**config.mk**
```make
export PLATFORM = sky130hd
export DESIGN_NAME = kbd_mouse_fifo
export DESIGN_NICKNAME = d
export VERILOG_FILES = /design/src/rtl/minimig_io_pkg.sv /design/src/rtl/kms_fifo_ram.sv /design/src/rtl/kbd_mouse_fifo.sv
export SDC_FILE = /design/constraint.sdc
export NUM_CORES = 1
export LEC_CHECK = 0
export BUFFER_PORTS_ARGS = -buffer_cell sky130_fd_sc_hd__clkbuf_2
export CAP_MARGIN = 20
export CORE_MARGIN = 2
export CORE_UTILIZATION = 46
export CTS_CLUSTER_SIZE = 8
export DETAILED_ROUTE_END_ITERATION = 10
export GPL_TIMING_DRIVEN = 0
export HOLD_SLACK_MARGIN = 0.15
export SLEW_MARGIN = 20
export SYNTH_ARGS = -nofsm -noshare
export SYNTH_HDL_FRONTEND = slang
export SYNTH_SLANG_ARGS = --single-unit
```
**constraint.sdc**
```tcl
create_clock -name clk -period 3.9 [get_ports clk]
set_clock_uncertainty 0.15 [all_clocks]
set_input_delay 0.585 -clock clk [delete_from_list [all_inputs] [get_ports clk]]
set_output_delay 0.585 -clock clk [all_outputs]
set_load 0.1 [all_outputs]
```
**src/rtl/minimig_io_pkg.sv**
```systemverilog
// Shared types for the minimig keyboard/mouse byte path: FIFO entry layout and output FSM states.
package minimig_io_pkg;

  localparam int unsigned ENTRY_W = 10;

  typedef enum logic [1:0] {
    ST_IDLE = 2'd0,
    ST_SEND = 2'd1,
    ST_WAIT = 2'd2
  } kms_state_e;

  typedef struct packed {
    logic [1:0] kind;
    logic [7:0] data;
  } kms_entry_t;

endpackage

```
**src/rtl/kms_fifo_ram.sv**
```systemverilog
// DEPTH x ENTRY_W storage: one synchronous write port, one asynchronous read port, no reset.
module kms_fifo_ram
  import minimig_io_pkg::*;
#(
  parameter int unsigned DEPTH = 16,
  localparam int unsigned AW = $clog2(DEPTH)
) (
  input  logic          clk,
  input  logic          we_i,
  input  logic [AW-1:0] waddr_i,
  input  kms_entry_t    wdata_i,
  input  logic [AW-1:0] raddr_i,
  output kms_entry_t    rdata_c
);

  kms_entry_t mem_q [DEPTH];

  always_ff @(posedge clk) begin
    if (we_i) mem_q[waddr_i] <= wdata_i;
  end

  assign rdata_c = mem_q[raddr_i];

endmodule

```
**src/rtl/kbd_mouse_fifo.sv**
```systemverilog
// Buffers user_io keyboard/mouse bytes and hands them to minimig one at a time,
// paced by GAP clk7_en pulses, using a toggle-per-byte level handshake.
module kbd_mouse_fifo
  import minimig_io_pkg::*;
#(
  parameter int unsigned DEPTH = 16,
  parameter int unsigned GAP   = 64
) (
  input  logic                   clk,
  input  logic                   _rst,
  input  logic                   clk7_en,
  input  logic                   flush,
  input  logic [7:0]             in_data,
  input  logic [1:0]             in_type,
  input  logic                   in_strobe,
  output logic [7:0]             out_data,
  output logic [1:0]             out_type,
  output logic                   out_level,
  output logic [$clog2(DEPTH):0] count,
  output logic                   overflow
);

  localparam int unsigned AW = $clog2(DEPTH);
  localparam int unsigned CW = AW + 1;
  localparam int unsigned GW = $clog2(GAP + 1);

  kms_state_e    state_q, state_d;
  logic [AW-1:0] wptr_q, wptr_d;
  logic [AW-1:0] rptr_q, rptr_d;
  logic [CW-1:0] count_q, count_d;
  logic [GW-1:0] gap_q, gap_d;
  logic [7:0]    data_q, data_d;
  logic [1:0]    type_q, type_d;
  logic          level_q, level_d;
  logic          ovf_q, ovf_d;

  logic          push, pop, gap_done;
  kms_entry_t    rd_entry, wr_entry;

  assign wr_entry = '{kind: in_type, data: in_data};

  kms_fifo_ram #(.DEPTH(DEPTH)) u_ram (
    .clk     (clk),
    .we_i    (push),
    .waddr_i (wptr_q),
    .wdata_i (wr_entry),
    .raddr_i (rptr_q),
    .rdata_c (rd_entry)
  );

  // Gap expires on the clk7_en pulse that brings the counter to zero.
  assign gap_done = (gap_q == '0) || (clk7_en && (gap_q == GW'(1)));

  always_comb begin
    state_d = state_q;
    wptr_d  = wptr_q;
    rptr_d  = rptr_q;
    count_d = count_q;
    gap_d   = gap_q;
    data_d  = data_q;
    type_d  = type_q;
    level_d = level_q;
    ovf_d   = ovf_q;
    push    = 1'b0;
    pop     = 1'b0;

    if (flush) begin
      state_d = ST_IDLE;
      wptr_d  = '0;
      rptr_d  = '0;
      count_d = '0;
      gap_d   = '0;
    end else begin
      case (state_q)
        ST_IDLE: begin
          if (count_q != '0) state_d = ST_SEND;
        end
        ST_SEND: begin
          pop     = 1'b1;
          data_d  = rd_entry.data;
          type_d  = rd_entry.kind;
          level_d = ~level_q;
          gap_d   = GW'(GAP);
          rptr_d  = rptr_q + AW'(1);
          state_d = ST_WAIT;
        end
        ST_WAIT: begin
          if (gap_done) begin
            gap_d   = '0;
            state_d = (count_q != '0) ? ST_SEND : ST_IDLE;
          end else if (clk7_en) begin
            gap_d = gap_q - GW'(1);
          end
        end
        default: state_d = ST_IDLE;
      endcase

      // A same-cycle pop frees the slot, so a push at full still lands.
      push = in_strobe && ((count_q != CW'(DEPTH)) || pop);
      if (push) wptr_d = wptr_q + AW'(1);
      if (in_strobe && !push) ovf_d = 1'b1;

      if (push && !pop)      count_d = count_q + CW'(1);
      else if (pop && !push) count_d = count_q - CW'(1);
    end
  end

  always_ff @(posedge clk or negedge _rst) begin
    if (!_rst) begin
      state_q <= ST_IDLE;
      wptr_q  <= '0;
      rptr_q  <= '0;
      count_q <= '0;
      gap_q   <= '0;
      data_q  <= 8'h00;
      type_q  <= 2'b00;
      level_q <= 1'b0;
      ovf_q   <= 1'b0;
    end else begin
      state_q <= state_d;
      wptr_q  <= wptr_d;
      rptr_q  <= rptr_d;
      count_q <= count_d;
      gap_q   <= gap_d;
      data_q  <= data_d;
      type_q  <= type_d;
      level_q <= level_d;
      ovf_q   <= ovf_d;
    end
  end

  assign out_data  = data_q;
  assign out_type  = type_q;
  assign out_level = level_q;
  assign count     = count_q;
  assign overflow  = ovf_q;

endmodule

```
==> results of run 1 <==
[worst max-delay path, cell delays in order (launching register included)]
cell and delay [ps]:
dfrtp_1 440, nand2b_2 250, clkbuf_1 390, nand2_1 280, fa_1 480, a21o_1 200
a21oi_1 330, mux2i_1 120, a2111oi_0 460
[per-layer routing]
| layer | GRT usage | part of all wire | up-vias |
|---|---|---|---|
| li1 | - | - | 1832 |
| met1 | 0.259 | 0.43 | 2147 |
| met2 | 0.309 | 0.49 | 87 |
| met3 | 0.0385 | 0.060 | 12 |
| met4 | 0.0608 | 0.010 | 0 |
| met5 | 0 | 0 | - |
[power groups by stage]
stage               combinational, mW  clock [mW]  sequential [mW]
CTS                              2.00        1.70             2.53
global route                     2.12        1.79             2.55
finish                           1.97        1.69             2.53
global placement                 1.96           0             2.57
detailed placement               1.99           0             2.58
floorplan                       0.993           0             3.15
[synthesized netlist by cell type (all sizes together) (5+ instances only)]
library cell  number  area, um2
edfxtp           160       4800
mux4              40        901
dfrtp             34        851
nor2              32        120
and2              13       81.3
clkbuf            12       45.0
ha                12        150
mux2i             12        120
a211oi            11       82.6
inv               10       37.5
o22ai             10       62.6
buf                7       32.5
nand2              7       26.3
xor2               7       61.3
nand3              6       30.0
xnor2              6       52.6
a21oi              5       25.0
o21ai              5       25.0
[flip-flops by register name, summed over array words and instances (netlist names)]
name and flops:
count 5, gap_q 7, out_data 8, out_level 1, out_type 2, overflow 1
rptr_q 4, state_q 2, u_ram.mem_q 160, wptr_q 4
[layout make-up]
cell class | instances | share of cell area
clock buffer | 22 | 0.0519
sequential | 194 | 0.632
buffer | 19 | 0.00867
inverter | 10 | 0.00420
multi-input combinational | 213 | 0.242
tap | 225 | 0.0315
clock inverter | 9 | 0.0112
timing repair buffer | 32 | 0.0182
[cell families after synthesis]
kind of cell    count (synthesis)  share of synthesized area
xor+xnor                       13                     0.0144
flops                         194                      0.713
fa+ha+maj                      13                     0.0215
buf+inv                        29                     0.0145
compound gates                 49                     0.0456
simple gates                   82                     0.0547
mux                            56                      0.136
[stage by stage]
step,area (um2),total power [mW],setup WS [ps]
3_3_place_gp,8370,4.53,829
3_5_place_dp,8370,4.57,689
2_1_floorplan,7930,4.14,691
4_1_cts,8930,6.23,667
5_1_grt,8950,6.46,354
6_report,8950,6.19,660
[worst paths after layout]
check	endpoint	cells after the start	slack (ps)
worst max-delay path	count[4]	8	660
worst min-delay path	count[3]	1	130
worst max register to register	count[4]	8	660
worst min register to register	out_level	1	320
max in group asynchronous	out_data[2]	1	2850
min in group clk	count[4]	2	310
==> reports/results.tsv, run 1 <==
stage	metric	value	unit
status	status	complete, no violations	
routing	wl_per_cell	22.3	um
routing	dr_total_vias	4078	
synthesis	yosysWarnings	0	
synthesis	syn_inst	436	
timing	hold_viol	0	
critical_path	r2r-start	state_q[1]	
cells_and_area	drive_gt1_frac	0.232	
timing	worstMarginPinSlew	971	ps
timing	final.setup.tns	0	ps
routing	vias_per_cell	5.63	
clocking	h-tree-depth	4	
synthesis	syn_area	7930	um2
synthesis	synth_edf_count	160	
cells_and_area	mostFrequentLayoutCells	edfxtp_1 (160), mux4_2 (40), dfrtp_1 (34)	
floorplan	io_pins	32	
clocking	post-cts-setup-buffers	0	
floorplan	start_util	0.465	
critical_path	critPathKind	flop to flop	
critical_path	endpoint_kind	flop	
timing	whs	134	ps
synthesis	postSynth.asyncResetShare	0.175	
synthesis	syn_area_per_cell	18.2	um2
critical_path	worst_setup_path_start_kind	flop	
routing	dr.pass1.iters	4	
cells_and_area	areaGrowthSynthToFinish	12.8	%
clocking	cts-buffers-inserted	17	
routing	drt_iter0_markers	241	
clocking	cts_root_buf	clkbuf_16	
grt	grt_usage	0.189	
power_and_ir_drop	vdd_drop_max	0.390	mV
floorplan	fp.dieH	135	um
grt	overflow	0	
grt	antenna_found_initial	0	
power_and_ir_drop	p_clk_frac	0.273	
timing	relSlewSlack	0.353	
routing	drc_errors	0	
clocking	clkSinkCount	194	
power_and_ir_drop	power_frac_comb	0.318	
power_and_ir_drop	p_int	3.97	mW
power_and_ir_drop	seq_power_share	0.409	
critical_path	startpoint	state_q[1]	
timing	fin_crit	3240	ps
placed_design	placement.io_buffers	31	
cells_and_area	post-route-util	0.525	
placed_design	hpwlAfterDp	10300	um
timing	max_freq	0.309	GHz
grt	grt_pass1_vias	4179	
floorplan	die-width	135	um
cells_and_area	fillers	1388	
floorplan	die-area	18300	um2
timing	timing.final.setup_violations	0	
floorplan	coreArea	17100	um2
clocking	cts-hold-fix-buffers	0	
routing	routed_wl	16100	um
placed_design	place_congestion	0.757	
clocking	path_clk_slew	70	ps
power_and_ir_drop	power.switching	2.22	mW
cells_and_area	nets	515	
cells_and_area	final_common_cell	edfxtp_1	
clocking	cts_tree	yes	
run	maxCapViolCount	0	
synthesis	synth_nets	464	
critical_path	worstPathRequired	4040	ps
critical_path	critPathArrivalTime	3380	ps
critical_path	crit_fanout	10	
power_and_ir_drop	leakagePower	3.00	nW
synthesis	synth_seq_area_share	0.713	
cells_and_area	layoutNonFillerInstCount	724	
clocking	clk_latency	440	ps
synthesis	synth_cell_type_count	47	
cells_and_area	antenna-diode-count	0	
routing	ant_nets	0	
clocking	cts_buffer_depth	2	
timing	rsz0062_at_grt	no	
grt	grt_max_degree	35	
clocking	ctsResizeCount	0	
power_and_ir_drop	powerDensity	692	nW/um2
timing	slew_viol_final	0	
hold_path	hp-class	input port to async pin	
floorplan	num_rows	48	
synthesis	ys.flop_type	edfxtp_1	
timing	fin_crit_sh	0.831	
power_and_ir_drop	p_sw_frac	0.358	
placed_design	place_inst	692	
cells_and_area	final-seq-area	5660	um2
synthesis	ys_ff_latch	194	
cells_and_area	multiInputGateArea	2170	um2
grt	grt_pass1_wl	24600	um
(Power assumes the default switching activity.)
==> run 2, diff against run 1 <==
clock period = 3.4 ns   (was 3.9 ns; I/O delays follow)
==> run 2 against run 1 <==
Clock-buffer cell count unchanged; clock power grew 14%; non-clock buffer count rose by 1; combinational power grew 15%; die area unchanged; setup slack got worse by 320 ps; critical endpoint unchanged; largest cell class unchanged.
==> reports/results.tsv, run 2 (synthesis results as in run 1) <==
stage	metric	value	unit	change
critical_path	startpoint	state_q[1]		
timing	fin_crit	3060	ps	-183 ps
clocking	clk_latency	440	ps	about the same
routing	drc_errors	0		unchanged
hold_path	hp-class	input port to flop		
timing	worstMarginPinSlew	983	ps	+12.1 ps
clocking	path_clk_slew	70	ps	about the same
floorplan	start_util	0.465		unchanged
critical_path	slowest_stage	fa_1		
cells_and_area	mostFrequentLayoutCells	edfxtp_1 (160), mux4_2 (40), dfrtp_1 (34)		
critical_path	slowest_delay	460	ps	-20 ps
cells_and_area	nets	516		+0.19%
placed_design	place_congestion	0.757		unchanged
timing	max_freq	0.327	GHz	+6.0%
power_and_ir_drop	powerDensity	792	nW/um2	+15%
clocking	h-tree-depth	4		unchanged
critical_path	worstPathRequired	3540	ps	-500 ps
critical_path	worst_setup_path_start_kind	flop		
critical_path	endpoint_kind	flop		
floorplan	die-width	135	um	unchanged
placed_design	placement.io_buffers	31		unchanged
power_and_ir_drop	leakagePower	3.01	nW	+0.23%
grt	overflow	0		unchanged
critical_path	crit_family	compound AO/OA/AOI/OAI gates		
critical_path	crit_fanout	7		-3
timing	rsz0062_at_grt	no		
hold_path	holdCritStartpoint	in_strobe		
cells_and_area	antenna-diode-count	0		unchanged
routing	dr.pass1.iters	4		unchanged
timing	slew_viol_final	0		unchanged
clocking	clkSinkCount	194		unchanged
clocking	cts_tree	yes		
run	maxCapViolCount	0		unchanged
clocking	cts_root_buf	clkbuf_16		
critical_path	crit_cells	8		unchanged
critical_path	critPathArrivalTime	3200	ps	-180 ps
cells_and_area	areaGrowthSynthToFinish	13.0	%	
timing	hold_viol	0		unchanged
floorplan	io_pins	32		unchanged
routing	dr_total_vias	4102		+0.59%
routing	drt_iter0_markers	233		-3.3%
cells_and_area	final_common_cell	edfxtp_1		
cells_and_area	post-route-util	0.525		+0.000660
floorplan	die-area	18300	um2	unchanged
floorplan	fp.dieH	135	um	unchanged
timing	fin_crit_sh	0.899		+0.0683
timing	final.setup.tns	0	ps	unchanged
floorplan	coreArea	17100	um2	unchanged
routing	vias_per_cell	5.66		+0.45%
status	status	complete, no violations		
grt	grt_pass1_wl	24600	um	about the same
cells_and_area	drive_gt1_frac	0.234		+0.00154
critical_path	crit_chain	nand2b_2 -> a31oi_4 -> nand2_1 -> fa_1 -> a21o_1 -> a21oi_1 -> mux2i_1 -> a2111oi_0		
placed_design	pre_cts_slack	189	ps	-500 ps
critical_path	r2r_slack	340	ps	-320 ps
hold_path	holdPathStages	2		
grt	antenna_found_initial	0		unchanged
grt	grt_pass1_vias	4180		+0.024%
timing	relSlewSlack	0.345		-0.00803
floorplan	num_rows	48		unchanged
routing	wl_per_cell	22.2	um	-0.24%
cells_and_area	largest_reg_flops	160		unchanged
critical_path	r2r-start	state_q[1]		
timing	timing.final.setup_violations	0		unchanged
clocking	cts_buffer_depth	2		unchanged
cells_and_area	top_register	u_ram.mem_q		
critical_path	rr_worst_depth	8		unchanged
timing	worst_slack	343	ps	-317 ps
critical_path	critPathKind	flop to flop		
critical_path	path_buf_inv	0		-1
grt	grt_max_degree	35		unchanged
routing	ant_nets	0		unchanged
routing	routed_wl	16100	um	-0.11%
grt	grt_usage	0.189		about the same
placed_design	hpwlAfterDp	10300	um	unchanged
power_and_ir_drop	vdd_drop_max	0.446	mV	+15%
clocking	cts-buffers-inserted	17		unchanged
[run 2: cell types whose count changed in the layout (fill, tap and decap cells not counted)]
cell and delta:
clkbuf_1 -1, clkbuf_2 +1, dlygate4sd3_1 +1
[run 2: area by class of cell]
cell class                      count  area [um2]
Buffer                             19        78.8
Inverter                           10        37.5
Timing Repair Buffer               33         173
Clock inverter                      9         100
Fill cell                        1388        8100
Sequential cell                   194        5660
Multi-Input combinational cell    213        2170
Clock buffer                       22         464
Tap cell                          225         282
[run 2: per-stage QoR]
step | instance area (um2) | power, mW | instances | hold slack [ps]
finish | 8960 | 7.10 | 725 | 238
global route | 8960 | 7.42 | 725 | 257
CTS | 8940 | 7.15 | 724 | 228
detailed placement | 8370 | 5.24 | 692 | 311
global placement | 8370 | 5.20 | 692 | 307
floorplan | 7930 | 4.75 | 436 | 64.4
[run 2: worst paths after layout]
kind / end
setup / recovery: count[4]
hold / removal: count[4]
setup reg to reg: count[4]
hold reg to reg: out_level
max in group asynchronous: out_data[2]
min in group asynchronous: count[3]
[run 2: what timing repair did]
item                                   4_1_cts  5_1_grt
setup buffers                                0        0
endpoints found under the hold margin       34        0
setup endpoints to repair                    0        1
hold buffers                                 1        0
resized for setup                            0        2
[run 2: worst register-to-register path: cells and delay by family (launching register included)]
| kind | cells | cell delay (ps) |
|---|---|---|
| compound gates | 4 | 1260 |
| simple gates | 2 | 500 |
| fa+ha+maj | 1 | 460 |
| flops | 1 | 440 |
| mux | 1 | 120 |
[run 2: report_power, final]
part	leakage, nW	internal [mW]	switching (mW)
logic	0.878	0.754	1.51
clock network	0.263	1.06	0.870
registers	1.87	2.75	0.156
total	3.01	4.56	2.54
[run 2: layer usage]
layer,GRT usage,vias to the layer above,share of wire,wire length (um)
met3,0.0385,13,0.053,859
met2,0.309,91,0.50,8000
li1,-,1834,-,-
met1,0.259,2164,0.44,7070
met4,0.0608,0,0.010,169
met5,0,-,0,0
==> run 3, diff against run 2 <==
RECOVER_POWER = 100   (was unset)
==> run 3 against run 2 <==
The flow now finishes with violations (max-capacitance violations, max-slew violations); maximum frequency is 0.39% lower; utilization down 0.34 points; hold slack improved by 7.6 ps; cell count stayed put; clock power about the same; register-to-register slack about the same; sequential power about the same; combinational power down 2%; largest power group unchanged; highest routed layer unchanged.
==> reports/results.tsv, run 3 (synthesis results as in run 1) <==
stage	metric	value	unit	change
cells_and_area	mostFrequentLayoutCells	edfxtp_1 (160), clkbuf_1 (45), mux4_2 (40)		
timing	worst_slack	331	ps	-11.9 ps
routing	routed_wl	16200	um	+0.54%
timing	final.setup.tns	0	ps	unchanged
placed_design	place_congestion	0.757		unchanged
floorplan	die-area	18300	um2	unchanged
grt	grt_max_degree	35		unchanged
clocking	cts_tree	yes		
power_and_ir_drop	vdd_drop_max	0.448	mV	+0.34%
clocking	path_clk_slew	70	ps	about the same
timing	rsz0062_at_grt	no		
clocking	post-cts-setup-buffers	0		unchanged
clocking	cts_root_buf	clkbuf_16		
power_and_ir_drop	powerDensity	793	nW/um2	about the same
routing	vias_per_cell	5.65		-0.20%
timing	fin_crit_sh	0.903		+0.00349
grt	antenna_found_initial	0		unchanged
cells_and_area	areaGrowthSynthToFinish	12.2	%	
hold_path	hp-class	input port to flop		
clocking	clk_latency	430	ps	about the same
critical_path	critPathKind	flop to flop		
timing	hold_viol	0		unchanged
cells_and_area	nets	516		unchanged
power_and_ir_drop	fin_total_pwr	7.06	mW	-0.58%
routing	dr_total_vias	4094		-0.20%
routing	drc_errors	0		unchanged
cells_and_area	largest_reg_flops	160		unchanged
timing	slew_viol_final	35		+35
critical_path	worst_setup_path_start_kind	flop		
timing	max_freq	0.326	GHz	-0.39%
clocking	h-tree-depth	4		unchanged
critical_path	endpoint_kind	flop		
routing	ant_nets	0		unchanged
placed_design	pre_cts_slack	189	ps	unchanged
placed_design	hpwlAfterDp	10300	um	unchanged
routing	wl_per_cell	22.3	um	+0.54%
clocking	cts-buffers-inserted	17		unchanged
cells_and_area	final_common_cell	edfxtp_1		
floorplan	fp.dieH	135	um	unchanged
critical_path	worstPathRequired	3540	ps	about the same
placed_design	placement.io_buffers	31		unchanged
clocking	cts_buffer_depth	2		unchanged
cells_and_area	drive_gt1_frac	0.162		-0.0720
cells_and_area	top_register	u_ram.mem_q		
floorplan	coreArea	17100	um2	unchanged
routing	dr.pass1.iters	4		unchanged
grt	grt_usage	0.189		unchanged
floorplan	io_pins	32		unchanged
floorplan	start_util	0.465		unchanged
clocking	clkSinkCount	194		unchanged
status	violations	max-capacitance violations, max-slew violations		
routing	drt_iter0_markers	236		+1.3%
grt	grt_pass1_wl	24600	um	unchanged
run	maxCapViolCount	1		+1
power_and_ir_drop	leakagePower	2.90	nW	-3.7%
cells_and_area	antenna-diode-count	0		unchanged
floorplan	num_rows	48		unchanged
grt	overflow	0		unchanged
timing	fin_crit	3070	ps	+11.9 ps
critical_path	crit_fanout	7		unchanged
timing	timing.final.setup_violations	0		unchanged
critical_path	critPathArrivalTime	3210	ps	about the same
timing	relSlewSlack	-0.394		-0.739
timing	worstMarginPinSlew	2090	ps	+1110 ps
status	status	complete, but fails checks		
floorplan	die-width	135	um	unchanged
grt	grt_pass1_vias	4180		unchanged
[run 3: cell types whose count changed in the layout (fill, tap and decap cells not counted), sizes merged]
cell	change
clkbuf	+2
buf	-2
[run 3: power breakdown]
part	switching [mW]	internal (mW)	leakage [nW]
Clock	0.877	1.06	0.263
Sequential	0.154	2.75	1.87
Combinational	1.51	0.707	0.766
[run 3: routing by layer]
metal  share of wire  vias up  track usage
met5               0        -            0
met4           0.012        0       0.0608
met3           0.036       13       0.0385
met2            0.50       83        0.309
met1            0.46     2164        0.259
li1                -     1834            -
[run 3: final cells by class]
cell class | count | area (um2)
Buffer | 19 | 78.8
Timing Repair Buffer | 33 | 133
Clock inverter | 9 | 100
Tap cell | 225 | 282
Clock buffer | 22 | 464
Multi-Input combinational cell | 213 | 2150
Fill cell | 1398 | 8160
Inverter | 10 | 37.5
Sequential cell | 194 | 5660
[run 3: worst max-delay path: stages (launching register included)]
cell,delay [ps]
dfrtp_1,440
nand2b_2,290
a31oi_4,270
nand2_1,210
fa_1,460
a21o_1,200
a21oi_1,330
mux2i_1,120
a2111oi_0,460
[run 3: worst paths after layout]
kind | from | slack [ps] | cells after the start | end
setup / recovery | state_q[1] | 330 | 8 | count[4]
hold / removal | in_strobe | 250 | 2 | count[4]
hold reg to reg | out_level | 320 | 1 | out_level
min in group asynchronous | _rst | 1070 | 2 | count[3]
max in group asynchronous | _rst | 820 | 2 | gap_q[1]
setup reg to reg | state_q[1] | 330 | 8 | count[4]
[run 3: what timing repair did]
action	CTS	global route
hold buffers	1	0
endpoints found under the hold margin	34	0
gates resized for setup	0	2
endpoints found under the setup margin	0	1
[run 3: per-stage QoR]
step | instance area [um2] | utilization | hold WS [ps] | std cells
after floorplan | 7930 | - | 64.4 | 436
after global placement | 8370 | 0.491 | 307 | 692
after detailed placement | 8370 | 0.491 | 311 | 692
after CTS | 8940 | 0.524 | 228 | 724
after global routing | 8900 | 0.522 | 257 | 725
final | 8900 | 0.522 | 245 | 725
